==> src/rtl/gc_updt_wr_pkg.sv <==
// Shared TLP codes and FSM encodings for the GC pointer-update MWr poster.
package gc_updt_wr_pkg;

  localparam logic [1:0] FMT_3DW_DATA = 2'b10;
  localparam logic [1:0] FMT_4DW_DATA = 2'b11;
  localparam logic [4:0] TYPE_MWR     = 5'b00000;
  localparam logic [9:0] MWR_LEN_DW   = 10'd2;
  localparam logic [3:0] BE_ALL       = 4'hF;

  localparam logic [6:0] ST_IDLE = 7'b0000001;
  localparam logic [6:0] ST_REQ  = 7'b0000010;
  localparam logic [6:0] ST_BUFW = 7'b0000100;
  localparam logic [6:0] ST_B0   = 7'b0001000;
  localparam logic [6:0] ST_B1   = 7'b0010000;
  localparam logic [6:0] ST_B2   = 7'b0100000;
  localparam logic [6:0] ST_ACK  = 7'b1000000;

  // Payload DWs go out little-endian: byte 0 lands in bits [31:24].
  function automatic logic [31:0] bswap32(input logic [31:0] d);
    return {d[7:0], d[15:8], d[23:16], d[31:24]};
  endfunction

endpackage

==> src/rtl/gc_updt_wr_hdr.sv <==
// Combinational builder for the three 64-bit beats of the 2-DW MWr TLP.
module gc_tlp_hdr
  import gc_updt_wr_pkg::*;
(
  input  logic [63:0] i_host_addr,
  input  logic [63:0] i_gc_addr,
  input  logic [15:0] i_completer_id,
  output logic [63:0] o_beat0,
  output logic [63:0] o_beat1,
  output logic [63:0] o_beat2,
  output logic [7:0]  o_trem_n
);

  logic        w_is_4dw;
  logic [31:0] w_dw0;
  logic [31:0] w_dw1;
  logic [31:0] w_addr_lo;
  logic [31:0] w_p0;
  logic [31:0] w_p1;
  logic        w_unused_addr_lsbs;

  assign w_is_4dw  = |i_host_addr[63:32];
  assign w_dw0     = {1'b0, (w_is_4dw ? FMT_4DW_DATA : FMT_3DW_DATA), TYPE_MWR,
                      1'b0, 3'b000, 4'b0000, 1'b0, 1'b0, 2'b00, 2'b00, MWR_LEN_DW};
  assign w_dw1     = {i_completer_id, 8'h00, BE_ALL, BE_ALL};
  assign w_addr_lo = {i_host_addr[31:2], 2'b00};
  assign w_p0      = bswap32(i_gc_addr[31:0]);
  assign w_p1      = bswap32(i_gc_addr[63:32]);
  assign w_unused_addr_lsbs = ^i_host_addr[1:0];

  // A 3DW header leaves the payload straddling beats, so the last beat is half empty.
  assign o_beat0  = {w_dw0, w_dw1};
  assign o_beat1  = w_is_4dw ? {i_host_addr[63:32], w_addr_lo} : {w_addr_lo, w_p0};
  assign o_beat2  = w_is_4dw ? {w_p0, w_p1} : {w_p1, 32'h0000_0000};
  assign o_trem_n = w_is_4dw ? 8'h00 : 8'h0F;

endmodule

==> src/rtl/gc_updt_wr.sv <==
// Posts a 64-bit GC pointer to host memory as one MWr TLP per update request.
module gc_updt_wr
  import gc_updt_wr_pkg::*;
(
  input  logic        clk,
  input  logic        rst_n,
  input  logic        gc_updt,
  input  logic [63:0] gc_addr,
  output logic        gc_updt_ack,
  input  logic [63:0] gc_host_addr,
  input  logic [15:0] cfg_completer_id,
  input  logic        cfg_bus_mstr_enable,
  output logic        tx_req,
  input  logic        tx_gnt,
  output logic        tx_done,
  output logic [63:0] trn_td,
  output logic [7:0]  trn_trem_n,
  output logic        trn_tsof_n,
  output logic        trn_teof_n,
  output logic        trn_tsrc_rdy_n,
  input  logic        trn_tdst_rdy_n,
  input  logic [3:0]  trn_tbuf_av,
  output logic [31:0] gc_updt_cnt
);

  logic [6:0]  r_state;
  logic [63:0] r_gc_addr;
  logic [63:0] r_host_addr;
  logic [15:0] r_cid;
  logic        r_post_ack;
  logic        r_tx_req;
  logic        r_tx_done;
  logic        r_ack;
  logic [63:0] r_td;
  logic [7:0]  r_trem_n;
  logic        r_sof_n;
  logic        r_eof_n;
  logic        r_src_rdy_n;
  logic [31:0] r_cnt;

  logic [63:0] w_beat0;
  logic [63:0] w_beat1;
  logic [63:0] w_beat2;
  logic [7:0]  w_trem_n;
  logic        w_start;
  logic        w_taken;
  logic        w_unused_tbuf;

  gc_tlp_hdr u_hdr (
    .i_host_addr    (r_host_addr),
    .i_gc_addr      (r_gc_addr),
    .i_completer_id (r_cid),
    .o_beat0        (w_beat0),
    .o_beat1        (w_beat1),
    .o_beat2        (w_beat2),
    .o_trem_n       (w_trem_n)
  );

  // r_post_ack blanks the first IDLE cycle so a requester still holding gc_updt is not posted twice.
  assign w_start = (r_state == ST_IDLE) && gc_updt && !r_ack && cfg_bus_mstr_enable && !r_post_ack;
  assign w_taken = !trn_tdst_rdy_n;
  assign w_unused_tbuf = ^{trn_tbuf_av[3:2], trn_tbuf_av[0]};

  always_ff @(posedge clk or negedge rst_n) begin
    if (!rst_n) begin
      r_state     <= ST_IDLE;
      r_gc_addr   <= '0;
      r_host_addr <= '0;
      r_cid       <= '0;
      r_post_ack  <= 1'b0;
      r_tx_req    <= 1'b0;
      r_tx_done   <= 1'b0;
      r_ack       <= 1'b0;
      r_td        <= '0;
      r_trem_n    <= 8'hFF;
      r_sof_n     <= 1'b1;
      r_eof_n     <= 1'b1;
      r_src_rdy_n <= 1'b1;
      r_cnt       <= '0;
    end else begin
      r_tx_done  <= 1'b0;
      r_ack      <= 1'b0;
      r_post_ack <= (r_state == ST_ACK);
      case (r_state)
        ST_IDLE: if (w_start) begin
          r_gc_addr   <= gc_addr;
          r_host_addr <= gc_host_addr;
          r_cid       <= cfg_completer_id;
          r_tx_req    <= 1'b1;
          r_state     <= ST_REQ;
        end
        ST_REQ: if (tx_gnt) r_state <= ST_BUFW;
        ST_BUFW: if (trn_tbuf_av[1]) begin
          r_td        <= w_beat0;
          r_trem_n    <= 8'h00;
          r_sof_n     <= 1'b0;
          r_src_rdy_n <= 1'b0;
          r_state     <= ST_B0;
        end
        ST_B0: if (w_taken) begin
          r_td    <= w_beat1;
          r_sof_n <= 1'b1;
          r_state <= ST_B1;
        end
        ST_B1: if (w_taken) begin
          r_td     <= w_beat2;
          r_trem_n <= w_trem_n;
          r_eof_n  <= 1'b0;
          r_state  <= ST_B2;
        end
        ST_B2: if (w_taken) begin
          r_src_rdy_n <= 1'b1;
          r_eof_n     <= 1'b1;
          r_trem_n    <= 8'hFF;
          r_tx_req    <= 1'b0;
          r_tx_done   <= 1'b1;
          r_ack       <= 1'b1;
          r_cnt       <= r_cnt + 32'd1;
          r_state     <= ST_ACK;
        end
        ST_ACK: r_state <= ST_IDLE;
        default: begin
          r_state     <= ST_IDLE;
          r_tx_req    <= 1'b0;
          r_src_rdy_n <= 1'b1;
          r_sof_n     <= 1'b1;
          r_eof_n     <= 1'b1;
        end
      endcase
    end
  end

  assign gc_updt_ack    = r_ack;
  assign tx_req         = r_tx_req;
  assign tx_done        = r_tx_done;
  assign trn_td         = r_td;
  assign trn_trem_n     = r_trem_n;
  assign trn_tsof_n     = r_sof_n;
  assign trn_teof_n     = r_eof_n;
  assign trn_tsrc_rdy_n = r_src_rdy_n;
  assign gc_updt_cnt    = r_cnt;

endmodule

==> config.mk <==
export PLATFORM = sky130hd
export DESIGN_NAME = gc_updt_wr
export DESIGN_NICKNAME = d
export VERILOG_FILES = /design/src/rtl/gc_updt_wr_pkg.sv /design/src/rtl/gc_updt_wr_hdr.sv /design/src/rtl/gc_updt_wr.sv
export SDC_FILE = /design/constraint.sdc
export NUM_CORES = 1
export LEC_CHECK = 0
export ABC_AREA = 1
export BUFFER_PORTS_ARGS = -buffer_cell sky130_fd_sc_hd__buf_2
export CAP_MARGIN = 20
export CORE_MARGIN = 2
export CORE_UTILIZATION = 55
export DETAILED_ROUTE_END_ITERATION = 12
export PLACE_DENSITY = 0.78
export SLEW_MARGIN = 15
export SYNTH_ARGS = -nofsm -noshare
export SYNTH_HDL_FRONTEND = slang
export SYNTH_SLANG_ARGS = --single-unit
==> constraint.sdc <==
create_clock -name clk -period 2.15 [get_ports clk]
set_clock_uncertainty 0.2 [all_clocks]
set_input_delay 0 -clock clk [delete_from_list [all_inputs] [get_ports clk]]
set_output_delay 0 -clock clk [all_outputs]
set_load 0.01 [all_outputs]
==> reports/qor.yml <==
yosys.area_share.simple_pct: 25.45
synth-main-ff-cell: "dfrtp_1"
numCtsBuffers: 28
fmax_mhz: 456.7
ys_seq_area_share_pct: 52.08
grt_max_degree: 66
finalMaxSlewViolations: 0
stdcell_area_um2: 17160
dr_wl_met2_um: 20090
drtPass1Iterations: 5
post-synth-top-count-cell: "nand2_1"
violations: "setup timing"
drt-met1-wl_um: 16280
start_kind: "flip-flop"
rr_startpoint: "r_state[6]$_DFFE_PN0P_"
num_io_pins: 264
postRouteAntennaNets: 0
nFillCells: 1383
period_minus_slack_ns: 2.190
yosys.cell_types.count: 34
whs_endpoint: "r_host_addr[56]$_DFFE_PN0P_"
synth_top_family_by_area: "simple AND/OR/NAND/NOR gates"
yosys.area_share.adder_pct: 0.1028
syn_to_final_growth_pct: 41.00
synth_area_leaders: "dfrtp_1 51%, nand2_1 12%, nor2_1 8.1%"
routed_wl_um: 41930
die_h_um: 152.8
synth_compound_area_share_pct: 6.662
critPathKind: "flip-flop to flip-flop"
rrSetupSlack_ns: -0.04
synthCells: 1469
die_w_um: 152.8
core_um2: 21760
synth-edff-count: 0
p_per_area_nw_per_um2: 1041
die_area_um2: 23330
worstPathCellList: "inv_2 > nand3_1 > inv_2 > nand2_4 > nand2_4 > nand2_4 > inv_2 > nor2_4 > buf_12 > buf_12 > clkbuf_16 > or2_1 > nand2_1 > inv_1"
async_flop_share_pct: 100.0
clk_pin_slew_worst_paths_ns: 0.06
cp_max_fo: 6
overflow: 0
post_drt_via_cell_ratio: 5.510
slew_headroom_pct: 64.46
drc: 0
crit_slowest_cell: "dfrtp_1"
grt_setup_unrepaired: "yes"
start_util_pct: 55.94
avgSynthCellArea_um2: 8.285
cts.htree.levels: 1
finalHoldViolCount: 0
fin_crit_sh_pct: 101.8
critPathArrivalTime_ns: 2.43
synth_area_um2: 12170
rows: 54
synth_xor_area_share_pct: 1.799
p_total_mw: 17.87
hold_depth: 3
grt_pass1_vias: 11540
met3_length_um: 3294
setup_viol: 16
grtUsageTotal_pct: 32.49
portBuffers: 258
multi_input_area_um2: 5174
drt_iter0_markers: 1079
drive_above_1_share_pct: 26.56
grt_pass1_wl_um: 60750
setup_tns_ns: -0.3159
synth_top_area_share_pct: 50.79
synth_common_cells: "384 x nand2_1, 262 x nor2_1, 247 x dfrtp_1"
p_leak_nw: 8.347
antenna_found_initial: 3
top_layer: "met5"
yosysTopAreaCell: "dfrtp_1"
synth_nets: 1624
cp_slowest_stage_delay_ns: 0.44
reg2reg_depth: 14
yosysWarnings: 0
wire_per_inst_um: 18.96
muxShareOfSynthArea_pct: 7.124
max_cap_violations: 0
r2r-end: "trn_td[0]$_DFFE_PN0P_"
place_area_um2: 13990
peakVddDrop_mv: 0.8604
cts_sinks: 253
worst_pin_slew_ns: 0.5331
fin_nets: 2061
clock_latency_ns: 0.54
detailed_place_hpwl_um: 24410
fin_cells: 2211
hold_class: "input pin to flip-flop"
cts_buffer_depth: 3
synth-seq-cells: 253
layout.area.seq_um2: 6339
gp_congestion: 0.9020
place_inst: 1978
min_from: "gc_host_addr[56]"
crit_path_end_kind: "flip-flop"
whs_ns: 0.02277
status: "complete, but fails checks"
num_vias: 12180
cts_tree: "yes"
root_buffer: "clkbuf_16"
setup_ws_ns: -0.03970
crit_required_ns: 2.39
kinds of logic (layout without fill, tap and decap cells):
logic type | Yosys count | count (layout)
simple gates | 767 | 767
flops | 253 | 253
buf+inv | 190 | 649
compound gates | 156 | 156
mux | 77 | 77
xor+xnor | 25 | 25
fa+ha+maj | 1 | 1
other cells | 0 | 3
where the power goes:
| part | switching (mW) | internal [mW] | total (mW) |
|---|---|---|---|
| registers | 1.19 | 6.71 | 7.90 |
| logic | 2.80 | 2.31 | 5.11 |
| clock network | 1.96 | 2.89 | 4.85 |
worst max-delay path by stage:
stage / start / to / slack, ns
5_1_grt: r_state[2]$_DFFE_PN0P_ / trn_td[0]$_DFFE_PN0P_ / -0.13
4_1_cts: r_state[0]$_DFFE_PN1P_ / r_state[3]$_DFFE_PN0P_ / 0.03
2_1_floorplan: r_state[0]$_DFFE_PN1P_ / trn_td[55]$_DFFE_PN0P_ / 0.31
3_5_place_dp: r_state[0]$_DFFE_PN1P_ / trn_td[15]$_DFFE_PN0P_ / 0.07
3_3_place_gp: r_state[0]$_DFFE_PN1P_ / trn_td[15]$_DFFE_PN0P_ / 0.11
6_report: r_state[6]$_DFFE_PN0P_ / trn_td[0]$_DFFE_PN0P_ / -0.04
cell type report:
class | count | share of cell area (%)
sequential | 253 | 36.94
multi-input combinational | 1026 | 30.15
timing repair buffer | 482 | 22.84
clock buffer | 45 | 5.104
inverter | 115 | 2.515
tap | 280 | 2.042
clock inverter | 7 | 0.3646
antenna | 3 | 0.04375
state kept, by name, indices dropped and copies added, names as in the netlist, 2 cells and up:
| signal | flops |
|---|---|
| r_cid | 16 |
| trn_td | 64 |
| r_state | 7 |
| gc_updt_cnt | 32 |
| trn_trem_n | 2 |
| r_gc_addr | 64 |
| r_host_addr | 62 |
through the flow:
stage / utilization [%] / setup slack, ns
floorplan: - / 0.3079
global placement: 64.33 / 0.1089
detailed placement: 64.33 / 0.07127
CTS: 75.54 / 0.02636
global route: 78.88 / -0.1322
finish: 78.88 / -0.03970
critical path, delay by kind of cell (launching register included):
kind	cells	cell delay, ns
buf+inv	7	0.72
flops	1	0.44
simple gates	7	0.71
per-layer routing:
layer,track usage [%],up-vias
met3,5.091,179
met4,13.98,2
met2,53.34,705
li1,-,5531
met5,0,-
met1,43.20,5765
placed cells by master, fill, tap and decap left out, types with 8 or more instances in the layout:
master,synthesis,final
nor2_2,2,10
xnor2_1,9,9
inv_1,108,106
clkbuf_16,0,41
clkbuf_8,0,9
mux2_2,77,77
a31oi_1,19,18
dfrtp_1,247,247
buf_2,38,257
xor2_1,16,16
nand3_2,0,8
a21oi_1,69,68
nor2_4,5,8
o21ai_0,60,58
buf_12,0,26
nor3_1,17,16
nand3_1,76,65
nand2_1,384,380
inv_2,7,9
nor2_1,262,251
buf_4,13,30
dlygate4sd3_1,0,150
timing repair:
action	CTS	global route
gates resized for setup	0	51
hold buffers	150	0
endpoints found under the hold margin	443	0
setup endpoints to repair	0	54
buffers inserted	0	12
Note: power is estimated with default switching activity, not from simulation.
